<file path="src/rtl/gray_pkg.sv">
// Shared types and Gray-code helpers for the streaming Gray-to-binary decoder.
// Helpers work on GRAY_MAX_W-bit words; narrower words are zero-extended, which leaves the results unchanged.
package gray_pkg;

   localparam int GRAY_MAX_W = 32;

   typedef logic [GRAY_MAX_W-1:0] gword_t;

   // S1 pipe entry: the accepted Gray word and its step-check verdict.
   typedef struct packed {
      gword_t gray;
      logic   err;
   } s1_t;

   function automatic gword_t gray2bin(input gword_t g);
      gword_t b;
      b[GRAY_MAX_W-1] = g[GRAY_MAX_W-1];
      for (int i = GRAY_MAX_W - 2; i >= 0; i--) begin
         b[i] = b[i+1] ^ g[i];
      end
      return b;
   endfunction

   function automatic gword_t bin2gray(input gword_t b);
      return b ^ (b >> 1);
   endfunction

   function automatic int unsigned popcount(input gword_t v);
      int unsigned n;
      n = 0;
      for (int i = 0; i < GRAY_MAX_W; i++) begin
         n = n + int'(v[i]);
      end
      return n;
   endfunction

endpackage

</file>
<file path="src/rtl/gray_to_binary.sv">
// Combinational Gray-to-binary decoder: each binary bit is the XOR of all Gray bits at or above it.
// No state, zero latency, no flow control.
module gray_to_binary #(
   parameter int VEC_W = 4
) (
   input  logic [VEC_W-1:0] gray,
   output logic [VEC_W-1:0] bin
);

   for (genvar i = 0; i < VEC_W; i++) begin : g_bit
      assign bin[i] = ^gray[VEC_W-1:i];
   end

endmodule

</file>
<file path="src/rtl/gray_to_binary_stream.sv">
// Streaming Gray-to-binary decoder with single-bit-step checking, 2-stage valid/ready pipe.
// Latency 2 cycles, 1 word/cycle; a stalled output backs up both stages before ready_o drops.
module gray_to_binary_stream
   import gray_pkg::*;
#(
   parameter int VEC_W = 4,
   parameter int CNT_W = 8
) (
   input  logic             clk,
   input  logic             reset,
   input  logic             clr_i,
   input  logic [VEC_W-1:0] gray_i,
   input  logic             valid_i,
   output logic             ready_o,
   output logic [VEC_W-1:0] bin_o,
   output logic             step_err_o,
   output logic             valid_o,
   input  logic             ready_i,
   output logic [CNT_W-1:0] err_cnt_o
);

   localparam logic [CNT_W-1:0] CNT_MAX = {CNT_W{1'b1}};

   logic             s1_vld;
   logic             s2_vld;
   logic             s1_adv;
   logic             s2_adv;
   logic             in_acc;
   logic             out_hs;
   logic             step_err;
   s1_t              s1_q;
   logic [VEC_W-1:0] dec_bin;
   logic [VEC_W-1:0] prev_gray;
   logic             prev_vld;
   logic             unused_bits;

   assign s2_adv  = !s2_vld || ready_i;
   assign s1_adv  = !s1_vld || s2_adv;
   assign ready_o = s1_adv;
   assign in_acc  = valid_i && s1_adv;
   assign out_hs  = s2_vld && ready_i;
   assign valid_o = s2_vld;

   // A clear in the accept cycle makes this word the first of a new sequence.
   assign step_err = prev_vld && !clr_i &&
                     (popcount(gword_t'(gray_i ^ prev_gray)) != 32'd1);

   // Upper S1 bits beyond VEC_W are always zero and intentionally ignored.
   assign unused_bits = ^s1_q;

   always_ff @(posedge clk or posedge reset) begin
      if (reset) begin
         s1_vld <= 1'b0;
         s1_q   <= '0;
      end else if (s1_adv) begin
         s1_vld <= valid_i;
         if (valid_i) begin
            s1_q.gray <= gword_t'(gray_i);
            s1_q.err  <= step_err;
         end
      end
   end

   gray_to_binary #(
      .VEC_W (VEC_W)
   ) u_dec (
      .gray (s1_q.gray[VEC_W-1:0]),
      .bin  (dec_bin)
   );

   always_ff @(posedge clk or posedge reset) begin
      if (reset) begin
         s2_vld     <= 1'b0;
         bin_o      <= '0;
         step_err_o <= 1'b0;
      end else if (s2_adv) begin
         s2_vld <= s1_vld;
         if (s1_vld) begin
            bin_o      <= dec_bin;
            step_err_o <= s1_q.err;
         end
      end
   end

   always_ff @(posedge clk or posedge reset) begin
      if (reset) begin
         prev_gray <= '0;
         prev_vld  <= 1'b0;
      end else if (in_acc) begin
         prev_gray <= gray_i;
         prev_vld  <= 1'b1;
      end else if (clr_i) begin
         prev_vld  <= 1'b0;
      end
   end

   always_ff @(posedge clk or posedge reset) begin
      if (reset) begin
         err_cnt_o <= '0;
      end else if (clr_i) begin
         err_cnt_o <= '0;
      end else if (out_hs && step_err_o && (err_cnt_o != CNT_MAX)) begin
         err_cnt_o <= err_cnt_o + CNT_W'(1);
      end
   end

endmodule

</file>
<file path="config.mk">
export PLATFORM = sky130hd
export DESIGN_NAME = gray_to_binary_stream
export DESIGN_NICKNAME = d
export VERILOG_FILES = /design/src/rtl/gray_pkg.sv /design/src/rtl/gray_to_binary.sv /design/src/rtl/gray_to_binary_stream.sv
export SDC_FILE = /design/constraint.sdc
export NUM_CORES = 1
export LEC_CHECK = 0
export CORE_MARGIN = 5
export CORE_UTILIZATION = 55
export CTS_BUF_LIST = sky130_fd_sc_hd__clkbuf_4 sky130_fd_sc_hd__clkbuf_8
export CTS_CLUSTER_DIAMETER = 50
export DETAILED_ROUTE_END_ITERATION = 10
export PLACE_DENSITY = 0.87
export SLEW_MARGIN = 30
export SYNTH_ARGS = -nofsm -noshare
export SYNTH_HDL_FRONTEND = slang
export SYNTH_SLANG_ARGS = --single-unit
</file>
<file path="constraint.sdc">
create_clock -name clk -period 5.2 [get_ports clk]
set_input_delay 1.04 -clock clk [delete_from_list [all_inputs] [get_ports clk]]
set_output_delay 1.04 -clock clk [all_outputs]
set_load 0.02 [all_outputs]
</file>
==> run metrics <==
IO Pins 24; Most Crowded Layer GR met2; die width roughly 54 um; PwrDens 322 nW/um2; Slowest-stage cell, CP clkdlybuf4s50_1; die footprint approximately 2900 um2; Synth Area in XOR/XNOR approximately 8.4%; RSZ-0062 raised after global routing no; Critical Path RT between 4 and 5 ns; dominant cell type by area after synthesis dfrtp_1; Syn Nets 106; FF-to-FF path depth 8; mux share of post-synthesis cell area 11.3%; die height 53.7 um; total wire length 2.00 mm; P_leak 0.581 nW; final hold vios 0; CP arrival 2.36 ns; post-DR wirelength/cell 13.9 um; FF-to-FF setup slack around 3.0 ns; vias per cell a little over 5; Final Cycle Share around 65%; met2 usage 30.0%; share of the synthesized area in the top cell type 50.1%; htree depth 1; Peak VDD IR 0.236 mV; Synth top cells by count dfrtp_1 (21), nand2_1 (9), nor2_1 (8); clock power share between 15 and 20%; Final nets 133; Post-Synthesis Cells 93; top post-synthesis cells by area dfrtp_1 (50%), mux2_2 (7.5%), xnor2_1 (5.0%); clk_lat worst skew between 0.3 and 0.4 ns; num rows 15; Setup Crit Path Kind primary input to output pin; CTS Buffer Depth 2; Initial Util 59.4%; vias in the first global route a little over 800; max-cap violations 0; crit-path most repeated cell clkdlybuf4s50_1; clock root buffer clkbuf_4; Crit path max-delay family buffers and inverters; DRC viols 0; endpoint class of the critical path output pin; skew final 0.00456 ns; # Post-CTS Setup Buffers 0; combinational power share 33.7%; Reg power frac a little under half; Post-DRT Antenna Nets 0; gpl congestion ~0.75; sequential-to-total area share from yosys stat 50.1%; CTS Buf Count 3; Post-DP HPWL 1.55 mm; met3 GRT Util 2.77%; Stages on worst setup path 3; core area 1760 um2; final hold slack 0.504 ns; largest family of logic cells by synthesized area simple AND/OR/NAND/NOR gates; peak per-stage delay on the critical path 0.64 ns; total track usage 17.6%; #FFs+latches synth 21; CP cell instances clkdlybuf4s50_1 > nand3b_1 > clkdlybuf4s50_1; worst path bufs/invs 2; First-pass DRT Iterations 4; layout cells sized above 1 ~13%; P_int ~0.29 mW; I/O Buffers 23; largest net degree at the start of global routing 22; initial antenna violation count 0; met1 Use GR 21.1%; outcome finished clean; total grt overflow 0; number of enable flip-flop cells after synthesis 0; Reg-to-Reg End s1_q[0]$_DFFE_PP0P_; Synth Area in Adders 5.49%; global-route wire length before repair 3.52 mm; YS warnings 0; number of diodes 0; Post-Syn Area per Cell between 10 and 15 um2; Hold Buf Count CTS 0; Area growth syn-to-layout 27.2%; clk sinks 21; Final Setup Violations 0; CP startpoint ready_i; setup_tns 0 ns; sw frac 32.2%; Hold Crit Class flip-flop to flip-flop; crit path to ready_o; Tmin final ~3.4 ns; actual slew at the worst max-slew pin a little under 0.8 ns; Sequential Area between 500 and 600 um2; unique cell type count in the Yosys netlist 29; count leader, synth dfrtp_1; max_slew headroom 47.8%; Post-Synth Simple-Gate Area 17.3%; fraction of registers with async set or reset after synthesis 100%; # fillers 138; CP Max Fanout 4; fin. max-slew vios 0; vias ~750; DR iter-0 viols 9; Clock transition at path regs between 0.1 and 0.15 ns; Post-Syn Area 1050 um2; Resized cells post-CTS 0; RR Startpoint prev_gray[0]$_DFFE_PP0P_; Main synth FF type dfrtp_1; Synth Area in Compound Gates 5.61%; Switch Pwr 0.138 mW; multi-input logic area 504 um2; Fmax 0.294 GHz; crit start category primary input; CTS tree yes
## sequential cells by signal, summed over array words and instances, names as in the netlist
| name | count |
|---|---|
| s1_q | 1 |
| prev_vld | 1 |
| s1_vld | 1 |
| bin_o | 4 |
| err_cnt_o | 8 |
| valid_o | 1 |
| step_err_o | 1 |
| prev_gray | 4 |
## per-layer routing
| metal | vias up | share of wire, % |
|---|---|---|
| met5 | - | 0 |
| li1 | 376 | - |
| met2 | 13 | 51 |
| met3 | 5 | 3.0 |
| met4 | 0 | 2.3 |
| met1 | 353 | 44 |
## cell usage in the layout, fill, tap and decap left out, types with 2 or more instances in the layout
cell             netlist  layout
clkbuf_4               0       3
clkdlybuf4s50_1        0      23
dfrtp_1               21      21
ha_1                   3       3
inv_1                  4       4
mux2_2                 7       7
mux2i_1                4       4
nand2_1                9       9
nand2b_1               4       4
nand3_1                3       3
nor2_1                 8       8
o211ai_1               2       2
o21ai_0                2       2
xnor2_1                6       6
xor2_1                 4       4
## logic make-up after synthesis
kind of cell    Yosys count
fa+ha+maj                 4
xor+xnor                 10
buf+inv                   5
compound gates            9
flops                    21
simple gates             33
mux                      11
## power by group through the flow
| stage | clock [mW] | sequential [mW] | combinational [mW] |
|---|---|---|---|
| after floorplan | 0 | 0.227 | 0.0673 |
| after global placement | 0 | 0.207 | 0.139 |
| after detailed placement | 0 | 0.209 | 0.145 |
| after CTS | 0.0827 | 0.205 | 0.147 |
| after global routing | 0.0898 | 0.210 | 0.160 |
| final | 0.0794 | 0.205 | 0.145 |
## area by class of cell
class,instances,area share (%)
well taps,25,2.35
clock inverters,1,0.375
repair buffers,23,17.3
flip-flops and latches,21,39.4
multi-input cells,67,37.8
inverters,4,1.13
clock buffers,3,1.69
## stage by stage
| step | instance area, um2 | instances | total power, mW | utilization, % | setup slack (ns) |
|---|---|---|---|---|---|
| floorplan | 1050 | 93 | 0.294 | - | 2.60 |
| global placement | 1310 | 140 | 0.346 | 74.0 | 1.81 |
| detailed placement | 1310 | 140 | 0.354 | 74.0 | 1.82 |
| CTS | 1330 | 144 | 0.435 | 75.6 | 1.80 |
| global route | 1330 | 144 | 0.460 | 75.6 | 1.76 |
| finish | 1330 | 144 | 0.429 | 75.6 | 1.80 |
## tightest hold or removal path: stages, from the launching register on
cell     delay (ns)
dfrtp_1        0.37
nand2_1        0.05
o21ai_0        0.06
## how the worst min path moves through the flow
stage	slack (ns)	start	to	cells after the start
finish	0.50	bin_o[2]$_DFFE_PP0P_	bin_o[2]$_DFFE_PP0P_	2
global route	0.53	s1_vld$_DFFE_PP0N_	valid_o$_DFFE_PP0P_	1
CTS	0.52	s1_q[0]$_DFFE_PP0P_	s1_q[0]$_DFFE_PP0P_	1
detailed placement	0.48	s1_vld$_DFFE_PP0N_	valid_o$_DFFE_PP0P_	1
global placement	0.46	s1_q[0]$_DFFE_PP0P_	s1_q[0]$_DFFE_PP0P_	1
floorplan	0.45	s1_q[0]$_DFFE_PP0P_	s1_q[0]$_DFFE_PP0P_	1
Power figures use the tool's default switching activity.
